[src/rtl/clock_select_sequencer_pkg.sv]
// Shared definitions for the clock-select sequencer: state encodings, the default
// synchroniser depth, and helpers that derive the registered outputs from a state.
package clock_select_sequencer_pkg;

    typedef enum logic [2:0] {
        ST_HS      = 3'd0,
        ST_TO_LS   = 3'd1,
        ST_LS      = 3'd2,
        ST_LS_HOLD = 3'd3,
        ST_TO_HS   = 3'd4
    } cs_state_e;

    localparam int DEFAULT_SYNC_STAGES = 2;

    function automatic logic state_selects_hs(input cs_state_e s);
        return (s == ST_HS) || (s == ST_TO_HS);
    endfunction

    // CPU may run only when a clock is settled, never while a switch is in flight
    function automatic logic state_is_ready(input cs_state_e s);
        return (s == ST_HS) || (s == ST_LS) || (s == ST_LS_HOLD);
    endfunction

endpackage

[src/rtl/bit_synchroniser.sv]
// Multi-flop synchroniser for a single asynchronous level; clears to 0 on reset.
module bit_synchroniser #(
    parameter int STAGES = 2
) (
    input  logic clk,
    input  logic rst,
    input  logic d,
    output logic q
);

    logic [STAGES-1:0] sync_p;

    always_ff @(posedge clk or posedge rst) begin
        if (rst) begin
            sync_p <= '0;
        end else begin
            sync_p <= {sync_p[STAGES-2:0], d};
        end
    end

    assign q = sync_p[STAGES-1];

endmodule

[src/rtl/clock_select_sequencer.sv]
// Sequences the glitch-free clock switch between the fast clock and the 2MHz host clock,
// stalling the CPU while a switch is in flight. Optional switch watchdog: SWITCH_TIMEOUT_EN.
module clock_select_sequencer
    import clock_select_sequencer_pkg::*;
#(
    parameter int SYNC_STAGES      = DEFAULT_SYNC_STAGES,
    parameter int SLOW_HOLD_CYCLES = 4,
    parameter int TIMEOUT_CYCLES   = 255,
    parameter int CNT_W            = 8
) (
    input  logic       hs_ck_ip,
    input  logic       reset_ip,
    input  logic       slow_req_ip,
    input  logic       force_slow_ip,
    input  logic       selected_hs_ip,
    input  logic       selected_ls_ip,
    input  logic       timeout_clr_ip,
    output logic       select_hs_op,
    output logic       rdy_op,
    output logic [2:0] state_op,
    output logic       timeout_op
);

    localparam logic [CNT_W-1:0] HOLD_LOAD = CNT_W'(SLOW_HOLD_CYCLES - 1);

    cs_state_e        state_q, state_d;
    logic             select_hs_q;
    logic             rdy_q;
    logic [CNT_W-1:0] hold_cnt_q, hold_cnt_d;

    logic hs_sync, ls_sync;
    logic hs_ok, ls_ok;
    logic want_ls;
    logic switch_done;
    logic timeout_fire;

    bit_synchroniser #(.STAGES(SYNC_STAGES)) u_sync_hs (
        .clk (hs_ck_ip),
        .rst (reset_ip),
        .d   (selected_hs_ip),
        .q   (hs_sync)
    );

    bit_synchroniser #(.STAGES(SYNC_STAGES)) u_sync_ls (
        .clk (hs_ck_ip),
        .rst (reset_ip),
        .d   (selected_ls_ip),
        .q   (ls_sync)
    );

    // Exactly one status flag must be set before a switch counts as complete
    assign hs_ok   = hs_sync & ~ls_sync;
    assign ls_ok   = ls_sync & ~hs_sync;
    assign want_ls = slow_req_ip | force_slow_ip;

    assign switch_done = ((state_q == ST_TO_LS) && ls_ok) ||
                         ((state_q == ST_TO_HS) && hs_ok);

    always_comb begin
        state_d    = state_q;
        hold_cnt_d = hold_cnt_q;
        case (state_q)
            ST_HS: begin
                if (want_ls) state_d = ST_TO_LS;
            end
            ST_TO_LS: begin
                if (ls_ok) state_d = ST_LS;
            end
            ST_LS: begin
                if (!want_ls) begin
                    state_d    = ST_LS_HOLD;
                    hold_cnt_d = HOLD_LOAD;
                end
            end
            ST_LS_HOLD: begin
                if (want_ls) begin
                    state_d = ST_LS;
                end else if (hold_cnt_q == '0) begin
                    state_d = ST_TO_HS;
                end else begin
                    hold_cnt_d = hold_cnt_q - CNT_W'(1);
                end
            end
            // A slow request here waits for the switch to land, then leaves via ST_HS
            ST_TO_HS: begin
                if (hs_ok) state_d = ST_HS;
            end
            default: begin
                state_d = ST_TO_LS;
            end
        endcase
        if (timeout_fire) begin
            state_d = ST_TO_LS;
        end
    end

    // Outputs are registered from the next state, so select_hs only moves on state entry
    always_ff @(posedge hs_ck_ip or posedge reset_ip) begin
        if (reset_ip) begin
            state_q     <= ST_TO_LS;
            select_hs_q <= 1'b0;
            rdy_q       <= 1'b0;
            hold_cnt_q  <= '0;
        end else begin
            state_q     <= state_d;
            select_hs_q <= state_selects_hs(state_d);
            rdy_q       <= state_is_ready(state_d);
            hold_cnt_q  <= hold_cnt_d;
        end
    end

`ifdef SWITCH_TIMEOUT_EN
    localparam logic [CNT_W-1:0] TIMEOUT_LAST = CNT_W'(TIMEOUT_CYCLES - 1);

    logic [CNT_W-1:0] to_cnt_q, to_cnt_d;
    logic             timeout_q;
    logic             in_switch;

    assign in_switch    = (state_q == ST_TO_LS) || (state_q == ST_TO_HS);
    assign timeout_fire = in_switch && !switch_done && (to_cnt_q == TIMEOUT_LAST);
    assign to_cnt_d     = (in_switch && !switch_done && !timeout_fire) ?
                          to_cnt_q + CNT_W'(1) : '0;

    // A new timeout takes priority over a clear in the same cycle
    always_ff @(posedge hs_ck_ip or posedge reset_ip) begin
        if (reset_ip) begin
            to_cnt_q  <= '0;
            timeout_q <= 1'b0;
        end else begin
            to_cnt_q <= to_cnt_d;
            if (timeout_fire) begin
                timeout_q <= 1'b1;
            end else if (timeout_clr_ip) begin
                timeout_q <= 1'b0;
            end
        end
    end

    assign timeout_op = timeout_q;
`else
    logic unused_timeout;

    assign timeout_fire   = 1'b0;
    assign timeout_op     = 1'b0;
    assign unused_timeout = timeout_clr_ip | switch_done | (TIMEOUT_CYCLES == 0);
`endif

    // Combinational mask so a slow access never completes on the fast clock
    assign rdy_op       = rdy_q & ~((state_q == ST_HS) & want_ls);
    assign select_hs_op = select_hs_q;
    assign state_op     = state_q;

endmodule

[config.mk]
export PLATFORM = sky130hd
export DESIGN_NAME = clock_select_sequencer
export DESIGN_NICKNAME = d
export VERILOG_FILES = /design/src/rtl/clock_select_sequencer_pkg.sv /design/src/rtl/bit_synchroniser.sv /design/src/rtl/clock_select_sequencer.sv
export SDC_FILE = /design/constraint.sdc
export NUM_CORES = 1
export LEC_CHECK = 0
export ABC_AREA = 1
export BUFFER_PORTS_ARGS = -buffer_cell sky130_fd_sc_hd__buf_2
export CELL_PAD_IN_SITES_DETAIL_PLACEMENT = 0
export CELL_PAD_IN_SITES_GLOBAL_PLACEMENT = 1
export CORE_UTILIZATION = 40
export DETAILED_ROUTE_END_ITERATION = 10
export PLACE_DENSITY = 0.83
export SLEW_MARGIN = 0
export SYNTH_ARGS = -nofsm -noshare
export SYNTH_HDL_FRONTEND = slang
export SYNTH_HIERARCHICAL = 1
export SYNTH_SLANG_ARGS = --single-unit
[constraint.sdc]
create_clock -name hs_ck_ip -period 1.95 [get_ports hs_ck_ip]
set_input_delay 0.2925 -clock hs_ck_ip [delete_from_list [all_inputs] [get_ports hs_ck_ip]]
set_output_delay 0.2925 -clock hs_ck_ip [all_outputs]
set_load 0.05 [all_outputs]
==> flow_summary_export.csv <==
group,metric,value,unit
finish,multi_input_area,399,sq um
clocking,ctsLongestPathBuffers,2,
floorplanning,die_y,50.0,um
timing,fmax,0.589,GHz
clocking,cts_resized,0,
finish,final-instance-count-excl-fill,160,
clocking,hold_buffers,1,
place,hpwl,1270,um
logic_synthesis,syn_nets,128,
worst_setup_path,crit_fanout,7,
floorplanning,fp.dieW,50.0,um
worst_setup_path,crit_family,"flip-flops",
logic_synthesis,yosysMostFrequentCell,"nand2_1",
global_routing,grt_overflow_total,0,
clocking,cts_setup_buffers,0,
finish,diodes,0,
logic_synthesis,yosys.area.top_type,"dfrtp_1",
floorplanning,start_util,44.6,%
timing,setup_violations,0,
timing,hold_viol,0,
logic_synthesis,synth_edf_count,0,
floorplanning,core_area,2060,sq um
logic_synthesis,ys_seq_area_share,46.4,%
clocking,htreeDepth,1,
finish,fill_cells,218,
place,post-place-ws,0.310,ns
logic_synthesis,netlist_instances,120,
floorplanning,dieArea,2500,sq um
power_and_ir_drop,power_density,1360,nW/um^2
logic_synthesis,yosys_warnings,6,
min_path,min_path_type,"in2reg",
worst_setup_path,path_cells,"nor2_1 > nand2_1 > nand2_1 > inv_1 > buf_2",
timing,tightestPinTransition,0.531,ns
timing,setup_ws,0.252,ns
route,vias,758,
global_routing,first_global_vias,673,
route,first_iter_violations,11,
route,ant_nets,0,
timing,relSlewSlack,64.6,%
timing,min_period,1.70,ns
global_routing,grt_pass1_wl,2960,um
place,place_area,981,sq um
finish,layout-drive-gt1-share,16.5,%
worst_setup_path,cp-end-kind,"output pin",
power_and_ir_drop,power.leakage,0.000535,uW
logic_synthesis,synth-seq-cells,17,
outcome,status,"finished clean",
clocking,cts_buffers,3,
route,wl,1690,um
route,dr.pass1.iters,4,
timing,skew,0.00742,ns
route,viasPerCell,4.74,
timing,finalMaxSlewViolations,0,
global_routing,antenna_found_initial,0,
place,numPortBuffers,10,
finish,area_delta_synth_final,10.6,%
finish,layout.nets,142,
finish,regArea,427,sq um
floorplanning,fp-row-count,16,
worst_setup_path,cpPeakStageDelay,0.61,ns
worst_setup_path,crit_slowest_cell,"dfstp_2",
place,gp_congestion,0.765,
global_routing,grt_usage,16.2,%
global_routing,grt_max_degree,14,
timing,rsz0062_at_grt,"false",
timing,period_share,87.1,%
logic_synthesis,synth_common_cells,"nand2_1 (29), inv_1 (19), nor2_1 (17)",
worst_setup_path,start_kind,"flop",
power_and_ir_drop,ir_drop,0.816,mV
worst_setup_path,rrSetupSlack,0.32,ns
place,placedCellCount,155,
worst_setup_path,crit_type,"reg2out",
clocking,cts_tree,"done",
floorplanning,io_pins,13,
worst_setup_path,path_common_cell,"nand2_1",
clocking,ctsRootBufferMaster,"clkbuf_4",
flow_run,cap_violations,0,
clocking,clk_pin_slew,0.10,ns
timing,setup_tns,0,ns
worst_setup_path,path_buf_inv,2,
clocking,cts_sinks,17,
clocking,insertion_delay,0.29,ns
worst_setup_path,cp.required,1.66,ns
logic_synthesis,synth_top_area_share,43.5,%
worst_setup_path,critPathArrivalTime,1.41,ns
logic_synthesis,syn_avg_cell_area,7.66,sq um
logic_synthesis,synth-async-reset-ratio,100,%
logic_synthesis,netlist_top_cells_area,"dfrtp_1 (44%), nand2_1 (12%), inv_1 (7.8%), nor2_1 (6.9%), nand3_1 (6.0%)",
route,drc,0,
finish,design_area,1020,sq um
logic_synthesis,synth_cell_types,20,
route,wl_per_cell,10.6,um
logic_synthesis,synth_area,920,sq um
logic_synthesis,ys.flop_type,"dfrtp_1",
layout make-up:
class                           instances  area share [%]
Inverter                               19            7.01
Multi-Input combinational cell         82            39.2
Timing Repair Buffer                   11            5.90
Tap cell                               27            3.32
Clock buffer                            4            2.58
Sequential cell                        17            41.9
worst register-to-register path, cell delays in order (launching register included):
cell and delay, ns:
dfrtp_1 0.40, inv_1 0.10, ha_1 0.26, nand3_1 0.14, nor2_2 0.16, nand2_2 0.09
nand2_4 0.14, inv_1 0.11, nor2_1 0.09, nor2_1 0.05
flip-flops by register name, indices dropped and copies added, names as in the netlist:
register	count
hold_cnt_q	8
state_op	3
u_sync_hs/sync_p	2
u_sync_ls/sync_p	2
rdy_q	1
select_hs_op	1
power by group:
| group | internal (uW) | leakage, uW | switching [uW] | total, uW |
|---|---|---|---|---|
| clock | 79.5 | 0.0000150 | 118 | 197 |
| sequential | 448 | 0.000210 | 92.4 | 540 |
| combinational | 186 | 0.000310 | 458 | 644 |
layer usage:
metal / wire length [um] / global-route usage, % / vias up
met5: 0 / 0 / -
met4: 0 / 8.57 / 0
met3: 54 / 3.70 / 0
met2: 755 / 22.3 / 14
met1: 884 / 23.3 / 350
li1: - / - / 394
cells in the final DEF, fill, tap and decap left out, drive strengths merged:
cell,netlist,layout
nand4,2,2
buf,2,10
ha,1,1
nor2,22,22
nor3,1,1
dfrtp,16,16
clkbuf,0,4
dlygate4sd3,0,1
xor2,2,2
inv,19,19
nand2,32,32
nand3,11,11
o21bai,1,1
dfstp,1,1
conb,1,1
o21ai,8,8
o211ai,1,1
worst paths after layout:
| kind | start | end | depth (start not counted) |
|---|---|---|---|
| setup / recovery | state_op[0] | rdy_op | 5 |
| hold / removal | selected_hs_ip | u_sync_hs/sync_p[0] | 1 |
| setup reg to reg | hold_cnt_q[0] | hold_cnt_q[1] | 9 |
| hold reg to reg | u_sync_hs/sync_p[0] | u_sync_hs/sync_p[1] | 0 |
| max in group asynchronous | reset_ip | state_op[0] | 3 |
| min in group asynchronous | reset_ip | u_sync_ls/sync_p[0] | 3 |
cell families (layout without fill, tap and decap cells):
family | count (synthesis) | count (layout) | share of synthesized area, %
AOI/OAI and AO/OA | 10 | 10 | 5.99
adders and majority gates | 1 | 1 | 1.36
other | 1 | 1 | 0.408
and+or+nand+nor | 68 | 68 | 33.7
buffers and inverters | 21 | 34 | 10.2
xor gates and xnor gates | 2 | 2 | 1.91
DFF | 17 | 17 | 46.4
through the flow:
stage | hold WS, ns | util (%) | power [uW]
finish | 0.102 | 49.3 | 1380
global route | 0.0834 | 49.3 | 1510
CTS | 0.0941 | 49.3 | 1390
detailed placement | 0.163 | 47.6 | 1190
global placement | 0.161 | 47.6 | 1180
floorplan | 0.0337 | - | 1070
Power figures use the tool's default switching activity.
